==> config.mk <==
export PLATFORM = sky130hd
export DESIGN_NAME = traffic_light_monitor
export DESIGN_NICKNAME = d
export VERILOG_FILES = /design/src/rtl/traffic_pkg.sv /design/src/rtl/tl_phase_counter.sv /design/src/rtl/traffic_light_monitor.sv
export SDC_FILE = /design/constraint.sdc
export NUM_CORES = 1
export LEC_CHECK = 0
export ABC_AREA = 0
export CAP_MARGIN = 20
export CORE_ASPECT_RATIO = 1.25
export CORE_MARGIN = 2
export CORE_UTILIZATION = 35
export CTS_CLUSTER_DIAMETER = 120
export DETAILED_ROUTE_END_ITERATION = 8
export GPL_ROUTABILITY_DRIVEN = 0
export PLACE_DENSITY = 0.59
export SYNTH_ARGS = -nofsm -noshare
export SYNTH_HDL_FRONTEND = slang
export SYNTH_HIERARCHICAL = 1
export SYNTH_SLANG_ARGS = --single-unit
==> constraint.sdc <==
create_clock -name clk -period 3.38 [get_ports clk]
set_input_delay 0.845 -clock clk [delete_from_list [all_inputs] [get_ports clk]]
set_output_delay 0.845 -clock clk [all_outputs]
set_load 0.1 [all_outputs]
==> src/rtl/traffic_pkg.sv <==
// Shared definitions for the traffic-light monitor: light codes, monitor
// states, violation causes and the default phase lengths.
package traffic_pkg;

  // Light codes as they appear on the 2-bit signal bus
  localparam logic [1:0] SIG_ERR    = 2'b00;
  localparam logic [1:0] SIG_RED    = 2'b01;
  localparam logic [1:0] SIG_GREEN  = 2'b10;
  localparam logic [1:0] SIG_YELLOW = 2'b11;

  // Monitor states; both yellows share one wire code, so Y1/Y2 exist only here
  typedef enum logic [2:0] {
    ST_HUNT  = 3'd0,
    ST_RED   = 3'd1,
    ST_Y1    = 3'd2,
    ST_GREEN = 3'd3,
    ST_Y2    = 3'd4
  } mon_state_t;

  // Violation causes reported on err_code
  localparam logic [1:0] ERR_NONE  = 2'b00;
  localparam logic [1:0] ERR_CODE  = 2'b01;
  localparam logic [1:0] ERR_SHORT = 2'b10;
  localparam logic [1:0] ERR_LONG  = 2'b11;

  // Default phase lengths in cycles and phase counter width
  localparam int DEF_RED_LEN   = 10;
  localparam int DEF_Y1_LEN    = 1;
  localparam int DEF_GREEN_LEN = 9;
  localparam int DEF_Y2_LEN    = 2;
  localparam int DEF_CW        = 5;

endpackage

==> src/rtl/tl_phase_counter.sv <==
// Per-phase counter pair: cnt counts samples seen in the current phase,
// remaining counts down the samples still owed after the present one.
module tl_phase_counter
  import traffic_pkg::*;
#(
  parameter int CW = DEF_CW
) (
  input  logic          clk,
  input  logic          rstn,
  input  logic          clear,
  input  logic          load,
  input  logic [CW-1:0] load_rem,
  input  logic          step,
  input  logic [CW-1:0] len,
  output logic [CW-1:0] cnt,
  output logic [CW-1:0] remaining,
  output logic          at_len
);

  logic [CW-1:0] cnt_q, cnt_d;
  logic [CW-1:0] rem_q, rem_d;

  // Clear wins over load, load wins over step; a load marks the first sample
  always_comb begin
    cnt_d = cnt_q;
    rem_d = rem_q;
    if (clear) begin
      cnt_d = '0;
      rem_d = '0;
    end else if (load) begin
      cnt_d = CW'(1);
      rem_d = load_rem;
    end else if (step) begin
      cnt_d = cnt_q + CW'(1);
      rem_d = rem_q - CW'(1);
    end
  end

  // Counter registers
  always_ff @(posedge clk or negedge rstn) begin
    if (!rstn) begin
      cnt_q <= '0;
      rem_q <= '0;
    end else begin
      cnt_q <= cnt_d;
      rem_q <= rem_d;
    end
  end

  assign cnt       = cnt_q;
  assign remaining = rem_q;
  assign at_len    = (cnt_q == len);

endmodule

==> src/rtl/traffic_light_monitor.sv <==
// Passive checker for the traffic-light bus: locks onto the
// red -> yellow -> green -> yellow -> red sequence, verifies each phase
// length and successor, exports a countdown and keeps statistics.
module traffic_light_monitor
  import traffic_pkg::*;
#(
  parameter int RED_LEN   = DEF_RED_LEN,
  parameter int Y1_LEN    = DEF_Y1_LEN,
  parameter int GREEN_LEN = DEF_GREEN_LEN,
  parameter int Y2_LEN    = DEF_Y2_LEN,
  parameter int CW        = DEF_CW
) (
  input  logic          clk,
  input  logic          rstn,
  input  logic [1:0]    signal,
  output logic          locked,
  output logic [1:0]    phase,
  output logic [CW-1:0] remaining,
  output logic          err_pulse,
  output logic [1:0]    err_code,
  output logic [7:0]    err_cnt,
  output logic [7:0]    cycle_cnt
);

  localparam logic [CW-1:0] RED_L    = CW'(RED_LEN);
  localparam logic [CW-1:0] Y1_L     = CW'(Y1_LEN);
  localparam logic [CW-1:0] GREEN_L  = CW'(GREEN_LEN);
  localparam logic [CW-1:0] Y2_L     = CW'(Y2_LEN);
  localparam logic [CW-1:0] RED_M1   = CW'(RED_LEN - 1);
  localparam logic [CW-1:0] Y1_M1    = CW'(Y1_LEN - 1);
  localparam logic [CW-1:0] GREEN_M1 = CW'(GREEN_LEN - 1);
  localparam logic [CW-1:0] Y2_M1    = CW'(Y2_LEN - 1);

  mon_state_t    state_q, state_d;
  logic [1:0]    prev_q, prev_d;
  logic          locked_q, locked_d;
  logic [1:0]    phase_q, phase_d;
  logic          err_pulse_q, err_pulse_d;
  logic [1:0]    err_code_q, err_code_d;
  logic [7:0]    err_cnt_q, err_cnt_d;
  logic [7:0]    cycle_cnt_q, cycle_cnt_d;

  logic [1:0]    cur_code;
  logic [CW-1:0] cur_len;
  logic [1:0]    succ_code;
  mon_state_t    succ_state;
  logic [CW-1:0] succ_rem;

  logic          ctr_clear;
  logic          ctr_load;
  logic [CW-1:0] ctr_load_rem;
  logic          ctr_step;
  logic [CW-1:0] cnt;
  logic          at_len;

  tl_phase_counter #(
    .CW (CW)
  ) u_phase_counter (
    .clk       (clk),
    .rstn      (rstn),
    .clear     (ctr_clear),
    .load      (ctr_load),
    .load_rem  (ctr_load_rem),
    .step      (ctr_step),
    .len       (cur_len),
    .cnt       (cnt),
    .remaining (remaining),
    .at_len    (at_len)
  );

  // Decode the tracked phase: its wire code, its length, and who follows it
  always_comb begin
    cur_code   = SIG_ERR;
    cur_len    = '0;
    succ_code  = SIG_ERR;
    succ_state = ST_HUNT;
    succ_rem   = '0;
    case (state_q)
      ST_RED: begin
        cur_code   = SIG_RED;
        cur_len    = RED_L;
        succ_code  = SIG_YELLOW;
        succ_state = ST_Y1;
        succ_rem   = Y1_M1;
      end
      ST_Y1: begin
        cur_code   = SIG_YELLOW;
        cur_len    = Y1_L;
        succ_code  = SIG_GREEN;
        succ_state = ST_GREEN;
        succ_rem   = GREEN_M1;
      end
      ST_GREEN: begin
        cur_code   = SIG_GREEN;
        cur_len    = GREEN_L;
        succ_code  = SIG_YELLOW;
        succ_state = ST_Y2;
        succ_rem   = Y2_M1;
      end
      ST_Y2: begin
        cur_code   = SIG_YELLOW;
        cur_len    = Y2_L;
        succ_code  = SIG_RED;
        succ_state = ST_RED;
        succ_rem   = RED_M1;
      end
      default: ;
    endcase
  end

  // Sequence tracking: stay, advance to the successor, or flag a violation
  always_comb begin
    state_d      = state_q;
    prev_d       = signal;
    locked_d     = locked_q;
    phase_d      = phase_q;
    err_pulse_d  = 1'b0;
    err_code_d   = err_code_q;
    err_cnt_d    = err_cnt_q;
    cycle_cnt_d  = cycle_cnt_q;
    ctr_clear    = 1'b0;
    ctr_load     = 1'b0;
    ctr_load_rem = '0;
    ctr_step     = 1'b0;
    case (state_q)
      ST_HUNT: begin
        if (signal == SIG_RED && prev_q != SIG_RED) begin
          state_d      = ST_RED;
          ctr_load     = 1'b1;
          ctr_load_rem = RED_M1;
          locked_d     = 1'b1;
          phase_d      = SIG_RED;
        end
      end
      ST_RED, ST_Y1, ST_GREEN, ST_Y2: begin
        if (signal == cur_code && cnt < cur_len) begin
          ctr_step = 1'b1;
        end else if (at_len && signal == succ_code) begin
          state_d      = succ_state;
          ctr_load     = 1'b1;
          ctr_load_rem = succ_rem;
          phase_d      = signal;
          if (state_q == ST_Y2) begin
            cycle_cnt_d = cycle_cnt_q + 8'd1;
          end
        end else begin
          state_d     = ST_HUNT;
          ctr_clear   = 1'b1;
          locked_d    = 1'b0;
          phase_d     = SIG_ERR;
          err_pulse_d = 1'b1;
          if (err_cnt_q != 8'hFF) begin
            err_cnt_d = err_cnt_q + 8'd1;
          end
          if (signal == SIG_ERR) begin
            err_code_d = ERR_CODE;
          end else if (signal != cur_code && cnt < cur_len) begin
            err_code_d = ERR_SHORT;
          end else begin
            err_code_d = ERR_LONG;
          end
        end
      end
      default: begin
        state_d   = ST_HUNT;
        ctr_clear = 1'b1;
        locked_d  = 1'b0;
        phase_d   = SIG_ERR;
      end
    endcase
  end

  // State, history sample and statistics registers
  always_ff @(posedge clk or negedge rstn) begin
    if (!rstn) begin
      state_q     <= ST_HUNT;
      prev_q      <= SIG_ERR;
      locked_q    <= 1'b0;
      phase_q     <= SIG_ERR;
      err_pulse_q <= 1'b0;
      err_code_q  <= ERR_NONE;
      err_cnt_q   <= 8'd0;
      cycle_cnt_q <= 8'd0;
    end else begin
      state_q     <= state_d;
      prev_q      <= prev_d;
      locked_q    <= locked_d;
      phase_q     <= phase_d;
      err_pulse_q <= err_pulse_d;
      err_code_q  <= err_code_d;
      err_cnt_q   <= err_cnt_d;
      cycle_cnt_q <= cycle_cnt_d;
    end
  end

  assign locked    = locked_q;
  assign phase     = phase_q;
  assign err_pulse = err_pulse_q;
  assign err_code  = err_code_q;
  assign err_cnt   = err_cnt_q;
  assign cycle_cnt = cycle_cnt_q;

endmodule

# Yosys cells after proc, flatten, opt, wreduce, memory -nomap -nowiden
# Cells that the tools add are included.
# word_totals
wordCells	85
in_bits	4
reg_bits	37
output_inout_bits	27
# op_classes
eq_ne	14
bitwise_logic	2
mux	39
addsub	4
reduce_logical	15
order_cmp	1
# op_table
op	count
5-bit two-way mux	8
8-bit by 1-bit adder with 8-bit output, second input constant	2
4-bit case mux with 4 select lines	1
1-bit two-way mux	12
2-bit case mux with 3 select lines	2
3-bit case mux with 4 select lines	1
4-bit case mux with 3 select lines	1
5-bit case mux with 2 select lines	1
3-bit two-way mux	3
2-bit two-way mux	4
8-bit != test, second input constant	1
4-bit AND reduction	2
3-bit by 2-bit == test with 1-bit output, second input constant	2
2-bit != test, second input constant	3
1-bit case mux with 2 select lines	3
3-bit case mux with 2 select lines	1
3-bit AND reduction	2
5-bit by 1-bit adder with 5-bit output, second input constant	1
5-bit by 4-bit == test with 1-bit output	1
5-bit < comparator	1
5-bit by 1-bit subtractor with 5-bit output, second input constant	1
2-bit == test	2
1-bit logical AND	4
4-bit two-way mux	1
13 further kinds	15

# Depth between registers and ports, before layout
# depth
ltp_word	10
mapped_depth	17
depth_no_buf	14

# By module
# Netlist, hierarchy kept.
# modules_own_cells
module	cells_each	seq_area_each_um2	area_per_inst_um2	n_inst
traffic_light_monitor	168	675.6	1715.4	1
tl_phase_counter	61	250.2	615.6	1

# Worst setup path before layout
# OpenSTA, ideal clock, no wires.
# synth_timing
path_type	register to register
start	register state_q[2]
end	register u_phase_counter.rem_q[4] (netlist: u_phase_counter/remaining[4])
t_arrival_ns	3.418
stages_incl_launch_ff	18
required_ns	3.314
slack_ns	-0.104
cell_sequence	dfrtp_1 buf_2 clkbuf_1 nand2_1 a21o_1 inv_1 xnor2_1 nand3_1 nor3_1 nand2_1 o31ai_2 a21oi_2 and3_1 buf_6 a21o_2 clkbuf_1 a21oi_1 o31a_1
# synth_lines
element	line_no	source
start, declared	traffic_light_monitor.sv:34	mon_state_t state_q, state_d;
start signal, assigned	traffic_light_monitor.sv:185	state_q <= state_d;
3-bit == test, or another cell as far along	traffic_light_monitor.sv:78	case (state_q)
4-bit case mux with 4 select lines *	traffic_light_monitor.sv:78	
named net cur_len[1]	traffic_light_monitor.sv:44	logic [CW-1:0] cur_len;
5-bit by 4-bit == test with 1-bit output *	tl_phase_counter.sv:52	assign at_len = (cnt_q == len);
named net at_len	traffic_light_monitor.sv:54	logic at_len;
1-bit logical AND *	traffic_light_monitor.sv:138	end else if (at_len && signal == succ_code) begin
1-bit two-way mux *	traffic_light_monitor.sv:138	
1-bit two-way mux *	traffic_light_monitor.sv:136	if (signal == cur_code && cnt < cur_len) begin
1-bit case mux with 2 select lines *	traffic_light_monitor.sv:125	case (state_q)
named net ctr_clear	traffic_light_monitor.sv:49	logic ctr_clear;
3-bit nonzero test (no line) / 5-bit two-way mux (equally long branches)	--	
end signal, assigned	tl_phase_counter.sv:46	rem_q <= rem_d;
end, declared	tl_phase_counter.sv:21	logic [CW-1:0] rem_q, rem_d;
# Mark *: on every way through the listed nets, which the timed path passes. The rest lies on a longest branch.
# A chain may end at the register's enable or synchronous reset.

# Final worst setup path
# Ends and elaborated chain as after synthesis.

==> flow_metrics.env <==
export IMPL_slowest_delay_ns=0.46
export IMPL_rows=33
export IMPL_grt_start_max_net_pins=38
export IMPL_intPower_mw=0.827
export IMPL_max_cap_violations=0
export IMPL_numPortBuffers=30
export IMPL_slew_headroom_pct=45.2
export IMPL_finalMaxSlewViolations=0
export IMPL_root_buffer="clkbuf_8"
export IMPL_power_density_nw_per_um2=571
export IMPL_clk_path_buf_depth=2
export IMPL_power_share_clock_pct=19.8
export IMPL_p_leak_nw=1.29
export IMPL_dp_cells=350
export IMPL_syn_area_um2=2330
export IMPL_antenna_found_initial=0
export IMPL_crit_path_end_kind="flip-flop"
export IMPL_synthArstFlopShare_pct=100
export IMPL_status="completed"
export IMPL_cts_tree="done"
export IMPL_grt_ovfl_total=0
export IMPL_drtPass1Iterations=4
export IMPL_routed_wl_um=4820
export IMPL_dp_hpwl_um=3560
export IMPL_synthToLayoutAreaGrowth_pct=19.5
export IMPL_grt_pass1_wl_um=8350
export IMPL_ant_nets=0
export IMPL_routed_via_density=5.02
export IMPL_drc=0
export IMPL_cts_hold_buffers=0
export IMPL_n_fill_cell=670
export IMPL_fin_util_pct=42.7
export IMPL_coreArea_um2=6520
export IMPL_worstPathMaxFanout=10
export IMPL_hold_worst_slack_ns=0.472
export IMPL_dieArea_um2=7330
export IMPL_cp_top_family="compound AO/OA/AOI/OAI gates"
export IMPL_dr_total_vias=1797
export IMPL_p_switching_mw=0.763
export IMPL_worstPathCellList="inv_1 -> nand2_1 -> a21o_1 -> inv_1 -> xnor2_1 -> nand3_1 -> nor3_2 -> buf_4 -> nand3b_4 -> a21oi_2 -> a21oi_2 -> and3_1 -> a21o_2 -> a21oi_1 -> o31a_1"
export IMPL_grt_util_all_layers_pct=14.1
export IMPL_fmax_ghz=0.324
export IMPL_synth_area_leaders="dfrtp_1 40%, xnor2_1 5.6%, xor2_1 4.5%, ha_1 3.2%, nand2_1 2.7%"
export IMPL_ys_ff_latch=37
export IMPL_finalSetupTns_ns=0
export IMPL_grt_pass1_vias=1756
export IMPL_clock_latency_ns=0.29
export IMPL_ctsResizeCount=0
export IMPL_antennaDiodeCount=0
export IMPL_wire_per_inst_um=13.5
export IMPL_arrival_ns=3.31
export IMPL_synth_edf_count=0
export IMPL_synth_top_cell_area_share_pct=39.7
export IMPL_fin_skew_ns=0.00601
export IMPL_slowest_stage="dfrtp_1"
export IMPL_startpoint_type="flip-flop"
export IMPL_syn_avg_cell_area_um2=10.2
export IMPL_synthFlopType="dfrtp_1"
export IMPL_sw_frac_of_total_pct=48.0
export IMPL_rsz0062_at_grt="no"
export IMPL_fp_dieH_um=95.2
export IMPL_power_frac_comb_pct=44.3
export IMPL_initial_core_util_pct=35.7
export IMPL_cts_setup_buffers=0
export IMPL_hold_class="reg2reg"
export IMPL_htreeDepth=2
export IMPL_clk_pin_slew_ns=0.08
export IMPL_io_pins=31
export IMPL_finalSetupViolCount=0
export IMPL_drt_iter0_drc=112
export IMPL_final_cells=358
export IMPL_worst_pin_slew_ns=0.822
export IMPL_ys_types=66
export IMPL_final_layout_size_suffix_gt1_share_pct=27.3
export IMPL_path_class="reg2reg"
export IMPL_synth_commonest_cells="37 x dfrtp_1, 17 x nand2_1, 15 x xnor2_1"
export IMPL_cp_buffers_inverters=3
export IMPL_period_minus_slack_ns=3.08
export IMPL_syn_inst=229
export IMPL_final_nets=280
export IMPL_numClockSinks=37
export IMPL_finalHoldViolCount=0
export IMPL_die_w_um=77.0
export IMPL_seq_power_share_pct=35.9
export IMPL_cts_made_buffers=5
export IMPL_finalPower_mw=1.59
export IMPL_yosysTopAreaCell="dfrtp_1"
export IMPL_yosysSeqAreaShare_pct=39.7
export IMPL_peakVddDrop_uv=383
export IMPL_required_ns=3.61
export IMPL_yosysMostFrequentCell="dfrtp_1"
export IMPL_ys_warn_count=6
export IMPL_post_route_period_util_pct=91.2
## per-layer routing
| metal | global-route usage, % | part of all wire [%] | vias to the layer above |
|---|---|---|---|
| met3 | 2.46 | 3.3 | 6 |
| met5 | 0 | 0 | - |
| met4 | 4.46 | 1.8 | 0 |
| met2 | 24.5 | 49 | 34 |
| li1 | - | - | 896 |
| met1 | 18.0 | 46 | 861 |
## path summary, 6_finish.rpt
kind	slack (ns)	cells past startpoint	to	start
max in group asynchronous	2.21	1	prev_q[0]	rstn
hold / removal	0.47	1	cycle_cnt[7]	cycle_cnt[7]
setup / recovery	0.30	15	u_phase_counter/remaining[4]	state_q[2]
hold reg to reg	0.47	1	cycle_cnt[7]	cycle_cnt[7]
setup reg to reg	0.30	15	u_phase_counter/remaining[4]	state_q[2]
min in group asynchronous	0.65	1	err_cnt[5]	rstn
## sequential cells by signal, summed over array words and instances, names as in the netlist, 2 cells and up
register	cells
err_code	2
err_cnt	8
phase	2
u_phase_counter/cnt	5
state_q	3
cycle_cnt	8
u_phase_counter/remaining	5
prev_q	2
## cells by family after synthesis
group / Yosys count / share of synthesized area, %
flops: 37 / 39.7
mux: 6 / 3.06
compound gates: 47 / 15.7
xor+xnor: 27 / 10.1
fa+ha+maj: 6 / 3.22
simple gates: 82 / 22.2
other cells: 1 / 0.161
buf+inv: 23 / 5.80
## power groups by stage
stage               combinational [mW]  clock, mW  sequential (mW)
floorplan                        0.181          0            0.952
global placement                 0.703          0            0.580
detailed placement               0.706          0            0.581
CTS                              0.708      0.325            0.573
global route                     0.738      0.344            0.583
finish                           0.704      0.315            0.571
## placed cells by master (no fill, tap or decap), types with 2 or more instances in the layout
cell,count
buf_4,38
dfrtp_1,37
nand2_1,17
xnor2_1,15
nor2_1,12
xor2_1,12
inv_1,11
nor3_1,9
nand3_1,8
o21ai_0,6
a21oi_1,6
nand4_1,6
ha_1,6
clkbuf_8,5
conb_1,5
nor2b_1,4
a21o_1,3
or2_1,3
mux2i_1,3
o22ai_1,3
o211ai_2,2
a21oi_2,2
and3_1,2
o21bai_1,2
nor3_2,2
o211ai_1,2
nand4b_1,2
a22o_1,2
mux2_4,2
clkdlybuf4s50_1,2
o21a_1,2
o31a_1,2
## area by class of cell
cell class                 instances  area [µm²]  area share (%)
multi-input combinational        173        1290            46.3
sequential                        37         926            33.2
timing repair buffer              42         330            11.9
tap                               87         109            3.91
clock buffer                       5        68.8            2.47
inverter                          11        41.3            1.48
clock inverter                     3        21.3           0.763
## per-stage QoR
step	area (µm²)	setup WS [ns]
after floorplan	2350	0.118
after global placement	2700	0.269
after detailed placement	2700	0.267
after CTS	2790	0.277
after global routing	2790	0.0335
final	2790	0.296
Note: power is estimated with default switching activity, not from simulation.
